<file path="src/rtl/iir_if.sv">
// Biquad sample bus: LRCLK strobes, input sample, run-time coefficients and
// the filtered output. The master is the audio path feeding the filter, the
// slave is the filter itself.
interface iir_if;
  logic               lrclk_negedge;
  logic               lrclk_posedge;
  logic               i_valid;
  logic signed [15:0] x_in;
  logic signed [17:0] b1;
  logic signed [17:0] b2;
  logic signed [17:0] b3;
  logic signed [17:0] a2;
  logic signed [17:0] a3;
  logic signed [15:0] audio_out;

  modport master (
    output lrclk_negedge, lrclk_posedge, i_valid, x_in,
    output b1, b2, b3, a2, a3,
    input  audio_out
  );

  modport slave (
    input  lrclk_negedge, lrclk_posedge, i_valid, x_in,
    input  b1, b2, b3, a2, a3,
    output audio_out
  );
endinterface

</file>
<file path="src/rtl/iir.sv">
// Second-order IIR (biquad) section for the 16-bit audio path.
// A sample is captured on the LRCLK falling-edge strobe, five products are
// accumulated one per clock, then the result is rounded, saturated and the
// x/y histories are shifted. The output register follows the LRCLK rising
// edge strobe, so it always shows the most recently finished result.
module iir (
  input  logic     i_clk,
  input  logic     i_rst_n,
  iir_if.slave     bus
);

  typedef enum logic [1:0] {
    IDLE = 2'd0,
    MAC  = 2'd1,
    UPD  = 2'd2
  } state_t;

  state_t             state_q;
  logic signed [15:0] x0_q;
  logic signed [15:0] x1_q;
  logic signed [15:0] x2_q;
  logic signed [15:0] y1_q;
  logic signed [15:0] y2_q;
  logic signed [15:0] yReg_q;
  logic signed [39:0] acc_q;
  logic        [2:0]  idx_q;
  logic signed [15:0] audioOut_q;

  logic signed [17:0] coefSel;
  logic signed [15:0] dataSel;
  logic signed [33:0] product;
  logic signed [39:0] acc_d;
  logic signed [39:0] accRnd;
  logic signed [39:0] accShift;
  logic signed [15:0] ySat_d;

  // Pick the coefficient/history pair for the current term, form the
  // product, and prepare both the next accumulator and the rounded,
  // saturated result that UPD will commit.
  always_comb begin
    coefSel = '0;
    dataSel = '0;
    case (idx_q)
      3'd0: begin coefSel = bus.b1; dataSel = x0_q; end
      3'd1: begin coefSel = bus.b2; dataSel = x1_q; end
      3'd2: begin coefSel = bus.b3; dataSel = x2_q; end
      3'd3: begin coefSel = bus.a2; dataSel = y1_q; end
      3'd4: begin coefSel = bus.a3; dataSel = y2_q; end
      default: begin coefSel = '0; dataSel = '0; end
    endcase
    product  = 34'(coefSel) * 34'(dataSel);
    acc_d    = acc_q + 40'(product);
    accRnd   = acc_q + 40'sd32768;
    accShift = accRnd >>> 16;
    if (accShift > 40'sd32767)
      ySat_d = 16'sh7FFF;
    else if (accShift < -40'sd32768)
      ySat_d = 16'sh8000;
    else
      ySat_d = accShift[15:0];
  end

  // Sequencer: capture in IDLE, five MAC cycles, one UPD cycle that commits
  // the result and shifts the histories; output register tracks the LRCLK
  // rising strobe independently of where the sequencer is.
  always_ff @(posedge i_clk or negedge i_rst_n) begin
    if (!i_rst_n) begin
      state_q    <= IDLE;
      x0_q       <= '0;
      x1_q       <= '0;
      x2_q       <= '0;
      y1_q       <= '0;
      y2_q       <= '0;
      yReg_q     <= '0;
      acc_q      <= '0;
      idx_q      <= '0;
      audioOut_q <= '0;
    end else begin
      if (bus.lrclk_posedge)
        audioOut_q <= yReg_q;
      case (state_q)
        IDLE: begin
          if (bus.lrclk_negedge && bus.i_valid) begin
            x0_q    <= bus.x_in;
            acc_q   <= '0;
            idx_q   <= '0;
            state_q <= MAC;
          end
        end
        MAC: begin
          acc_q <= acc_d;
          idx_q <= idx_q + 3'd1;
          if (idx_q == 3'd4)
            state_q <= UPD;
        end
        UPD: begin
          yReg_q  <= ySat_d;
          x2_q    <= x1_q;
          x1_q    <= x0_q;
          y2_q    <= y1_q;
          y1_q    <= ySat_d;
          state_q <= IDLE;
        end
        default: state_q <= IDLE;
      endcase
    end
  end

  assign bus.audio_out = audioOut_q;

endmodule

</file>
<file path="src/flat_wrapper.sv">
// flat-port wrapper written by rule: the top's interface ports become plain ports
module iir_flat 
  (i_clk, i_rst_n, bus_lrclk_negedge, bus_lrclk_posedge, bus_i_valid, bus_x_in, bus_b1, bus_b2, bus_b3, bus_a2, bus_a3, bus_audio_out);
  iir_if bus_i ();
  input  logic i_clk;
  input  logic i_rst_n;
  input wire logic [$bits(bus_i.lrclk_negedge)-1:0] bus_lrclk_negedge;
  input wire logic [$bits(bus_i.lrclk_posedge)-1:0] bus_lrclk_posedge;
  input wire logic [$bits(bus_i.i_valid)-1:0] bus_i_valid;
  input wire logic [$bits(bus_i.x_in)-1:0] bus_x_in;
  input wire logic [$bits(bus_i.b1)-1:0] bus_b1;
  input wire logic [$bits(bus_i.b2)-1:0] bus_b2;
  input wire logic [$bits(bus_i.b3)-1:0] bus_b3;
  input wire logic [$bits(bus_i.a2)-1:0] bus_a2;
  input wire logic [$bits(bus_i.a3)-1:0] bus_a3;
  output wire logic [$bits(bus_i.audio_out)-1:0] bus_audio_out;
  assign bus_i.lrclk_negedge = bus_lrclk_negedge;
  assign bus_i.lrclk_posedge = bus_lrclk_posedge;
  assign bus_i.i_valid = bus_i_valid;
  assign bus_i.x_in = bus_x_in;
  assign bus_i.b1 = bus_b1;
  assign bus_i.b2 = bus_b2;
  assign bus_i.b3 = bus_b3;
  assign bus_i.a2 = bus_a2;
  assign bus_i.a3 = bus_a3;
  assign bus_audio_out = bus_i.audio_out;
  iir u_core (.i_clk(i_clk), .i_rst_n(i_rst_n), .bus(bus_i));
endmodule
</file>
<file path="config.mk">
export PLATFORM = sky130hd
export DESIGN_NAME = iir_flat
export DESIGN_NICKNAME = d
export VERILOG_FILES = /design/src/rtl/iir_if.sv /design/src/rtl/iir.sv /design/src/flat_wrapper.sv
export SDC_FILE = /design/constraint.sdc
export NUM_CORES = 1
export LEC_CHECK = 0
export CAP_MARGIN = 20
export CORE_MARGIN = 8
export CORE_UTILIZATION = 35
export DETAILED_ROUTE_END_ITERATION = 8
export HOLD_SLACK_MARGIN = 0.1
export SLEW_MARGIN = 30
export SYNTH_ARGS = -nofsm -noshare
export SYNTH_HDL_FRONTEND = slang
export SYNTH_SLANG_ARGS = --single-unit
</file>
<file path="constraint.sdc">
create_clock -name i_clk -period 9.5 [get_ports i_clk]
set_input_delay 1.425 -clock i_clk [delete_from_list [all_inputs] [get_ports i_clk]]
set_output_delay 1.425 -clock i_clk [all_outputs]
set_load 0.02 [all_outputs]
</file>
Yosys cells after proc, flatten, opt, wreduce, memory -nomap -nowiden
Cells that the tools add are included. Widths: inputs -> output; s select.

Reduce and logical (&&, ||, !) cells: 7. Muxes and demuxes: 11. $lt $le $gt $ge: 2. Multiply operators: 1. Equal/unequal tests: 8. $add $sub $neg: 3.

Operator list (number): $pmux 18 s5 (1); $pmux 16 s5 (1); $pmux 40 s2 (1); $add 40x17->40 const B (1); $add 40x34->40 (1); $mux 40 (1); $mul 18x16->34 (1); $mux 16 (2); $gt 24x16->1 const B (1); $lt 24x16->1 const B (1); $eq 3x2->1 const B (2); $pmux 3 s2 (1); $reduce_and 2->1 (3); $mux 2 (2); $ne 2x1->1 const B (2); $pmux 2 s2 (1); $add 3x1->3 const B (1); $eq 3x1->1 const B (1); $eq 3x3->1 const B (1); $logic_not 3->1 (1); $mux 3 (1); $eq 2x1->1 const B (1); $eq 2x2->1 const B (1); $logic_not 2->1 (1); other kinds (2) (2).

Input port bits: 111. Output and inout bits: 16. Flip-flop bits (word level): 141. Word-level logic and storage cells: 41.

Depth between registers and ports, before layout
Depth in word-level cells: 5. Depth in mapped cells: 34. Mapped depth without buffers: 28.

Worst setup path after synthesis
Ideal clock, no wire load.

Path type: reg2reg. Start: register u_core.idx_q[2]. End: register u_core.acc_q[37]. Path slack: 1526 ps. Buffers on the path: 6. Required time: 9380 ps. Clock period less this slack: 7974 ps. Cell stages (with the launch flop): 32. Arrival time: 7854 ps. Library setup time: 120 ps. Cell sequence: dfrtp_1 -> buf_2 -> clkbuf_1 -> clkbuf_1 -> inv_1 -> ha_1 -> clkbuf_1 -> clkbuf_1 -> a222oi_1 -> o21a_1 -> buf_2 -> or2_2 -> fa_1 -> inv_1 -> fa_1 -> inv_1 -> fa_1 -> inv_1 -> fa_1 -> fa_1 -> inv_1 -> fa_1 -> inv_1 -> ha_1 -> a21oi_1 -> o21ai_0 -> a311oi_1 -> o21bai_1 -> and2_1 -> o31a_1 -> or3_1 -> a31o_1.

Word-level cells in the longest chain between the ends: 5. Elaborated cells on any way between the ends: 10. Classes of those cells: add/sub: 1; mul: 1; eq/ne: 4; mux: 3; reduce/logical: 1.

RTL lines: from (decl) (line iir.sv:26) `logic [2:0] idx_q;`; from (signal assigned) (line iir.sv:92) `idx_q <= idx_q + 3'd1;`; $eq 3x3->1 (tied with other cells) (line iir.sv:43) `case (idx_q)`; $pmux 18 s5 or $pmux 16 s5 (tied branches) (line iir.sv:43); $mul 18x16->34 * (line iir.sv:51) `product = 34'(coefSel) * 34'(dataSel);`; $add 40x34->40 * (line iir.sv:52) `acc_d = acc_q + 40'(product);`; $pmux 40 s2 * (line iir.sv:81) `case (state_q)`; to (signal assigned) (line iir.sv:75) `acc_q <= '0;`; to (signal assigned) (line iir.sv:85) `acc_q <= '0;`; to (signal assigned) (line iir.sv:91) `acc_q <= acc_d;`; to (decl) (line iir.sv:25) `logic signed [39:0] acc_q;`.

Every way passes the cells marked *; elsewhere a longest branch is shown, timed or not. A chain may end at the register's enable or synchronous reset.

Final worst setup path
Ends and elaborated chain as after synthesis.

==> flow_summary.ini <==
[yosys]
synthFlopType = dfrtp_1
synth_mux_area_share_pct = 1.07
yosys_warnings = 0
synth-edff-count = 0
syn_area_um2 = 19700
synth_top_family_by_area = adder cells
yosysTopAreaCell = fa_1
yosysTopAreaCellShare_pct = 35.8
synthesis.nets = 2757
synth_common_cells = nand2_1 (396), inv_1 (390), fa_1 (352)
synth-compound-area-share_pct = 10.1
synthAdderAreaFrac_pct = 43.5
synth_xor_area_share_pct = 2.22
yosys.area_share.simple_pct = 15.7
seq_area_frac_synth_pct = 17.9
netlist_instances = 2173
ys_types = 78
synthArstFlopShare_pct = 100
synth_seq_cells = 141
synth_area_leaders = fa_1 (36%), dfrtp_1 (18%), ha_1 (7.7%)
yosysMostFrequentCell = nand2_1
avgSynthCellArea_um2 = 9.06

[sta]
rsz0062_at_grt = no
period_share_pct = 92.3
fmax_mhz = 114
hold_viol_final = 0
drv_slew = 0
finalSetupViolCount = 0
slew_headroom_pct = 29.3
fin_tns_setup_ns = 0
tightest_slew_ns = 1.05
fin_crit_ns = 8.77
finalClockSkew_ns = 0.0194

[clock_network]
postCtsResizedCells = 0
postCtsSetupRepairBufs = 0
htreeDepth = 4
clk_root_buffer_cell = clkbuf_16
clkTransAtPathRegs_ns = 0.07
worst_skew_pair.late_latency_ns = 0.43
cts_buffers = 17
clk_path_buf_depth = 2
cts_tree = built
cts_sinks = 141
hold_buffers = 0

[global_route]
grt_max_degree = 79
grt_usage_pct = 18.9
antenna_found_initial = 0
grt_overflow = 0
grt_pass1_vias = 16800
grt_pass1_wl_um = 95200

[floorplan]
die_y_um = 253
coreArea_um2 = 56100
row_count = 87
initial_core_util_pct = 35.1
io_pins = 127
die-area_um2 = 64100
die_w_um = 253

[final_layout]
utilization_pct = 40.0
final_nets = 2844
nFillCells = 5546
drive_gt1_share_pct = 5.90
synthToLayoutAreaGrowth_pct = 14.0
num_antenna_cells = 0

[routing]
dr.pass1.iters = 6
wl_per_cell_um = 19.4
ant_nets = 0
vias = 15500
totalWireLength_um = 58700
drt_iter0_markers = 1312
drc = 0
via_per_inst = 5.13

[critical_path]
cpMostUsedCell = fa_1
arrival_ns = 9.09
cpPeakStageDelay_ns = 0.87
criticalPathCategory = reg -> reg
crit_fanout = 44
critPathCaptureType = register
start_kind = register
crit_slowest_cell = fa_1
r2r_cells = 26
critPathRequiredTime_ns = 9.82

[worst_hold_path]
hold_depth = 2
min_path_type = reg -> reg

[placement]
port_buffers = 126
hpwl_um = 47800
gp_congestion = 0.902

[job]
cap_violations = 0

[outcome]
outcome = completed
[path summary, 6_finish.rpt]
check | startpoint | endpoint | slack [ns]
worst max-delay path | u_core.idx_q[2] | u_core.acc_q[37] | 0.73
worst min-delay path | u_core.y2_q[11] | u_core.y2_q[11] | 0.47
worst max register to register | u_core.idx_q[2] | u_core.acc_q[37] | 0.73
worst min register to register | u_core.y2_q[11] | u_core.y2_q[11] | 0.47
max in group asynchronous | i_rst_n | u_core.x1_q[7] | 7.37
min in group asynchronous | i_rst_n | u_core.x0_q[13] | 0.98
[layout make-up]
class,count,area [um^2],share of cell area (%)
inverter,390,1460,6.52
tap,756,946,4.21
timing repair buffer,168,1580,7.04
sequential,141,3530,15.7
clock buffer,22,484,2.16
clock inverter,10,136,0.607
multi-input combinational,1542,14300,63.7
[worst max-delay path: cells and delay by family (launching register included)]
kind | cells | cell delay (ns)
fa+ha+maj | 7 | 3.88
simple gates | 4 | 1.58
compound gates | 8 | 1.57
buf+inv | 7 | 1.23
flops | 1 | 0.35
[layout by cell type, fill, tap and decap left out, types with 4 or more instances in the layout]
master and count:
a222oi_1 22, clkbuf_16 17, nand4_1 13, o211ai_1 5, a211oi_1 11, and4_1 7, clkdlybuf4s50_1 125, o31ai_1 4
nor2b_1 8, dfrtp_1 141, o21a_1 27, o21ai_0 51, a22oi_1 43, and2_1 5, nor2_1 202, a21o_1 11
a21oi_1 29, buf_4 41, o21ai_1 15, nor3_1 8, ha_1 121, a22oi_2 10, clkbuf_8 4, or2_2 7
nand3_1 41, and3_1 11, inv_1 390, nand2_1 396, xnor2_1 29, xor2_1 19, o21bai_1 5, fa_1 352
a31oi_1 4, mux2_2 16
[per-stage QoR]
stage | hold slack (ns) | setup slack [ns] | instances | instance area, um^2
detailed placement | 0.462 | 0.595 | 2997 | 21800
finish | 0.474 | 0.732 | 3029 | 22500
global route | 0.494 | 0.299 | 3029 | 22500
global placement | 0.457 | 0.724 | 2997 | 21800
floorplan | 0.445 | 1.53 | 2173 | 19700
CTS | 0.477 | 0.807 | 3029 | 22500
[kinds of logic (layout without fill, tap and decap cells)]
kind of cell | Yosys count | after routing
flops | 141 | 141
buf+inv | 490 | 590
xor+xnor | 49 | 49
compound gates | 272 | 272
simple gates | 729 | 729
mux | 19 | 19
fa+ha+maj | 473 | 473
[metal layers]
metal  up-vias  wire, um  GRT usage [%]
met5         -         0              0
met4         0       776           3.42
met3        52      2940           2.36
met2       466     29000           32.1
met1      8039     26000           25.9
li1       6980         -              -
[registers in the layout (all words and copies together), names as in the netlist]
name,count
u_core.x2_q,16
u_core.x1_q,16
u_core.bus.audio_out,16
u_core.y1_q,16
u_core.acc_q,40
u_core.x0_q,16
u_core.idx_q,3
u_core.y2_q,16
u_core.state_q,2
Power is not shown: default switching activity piles up to over one toggle a cycle in this logic, so the estimate is an artifact.
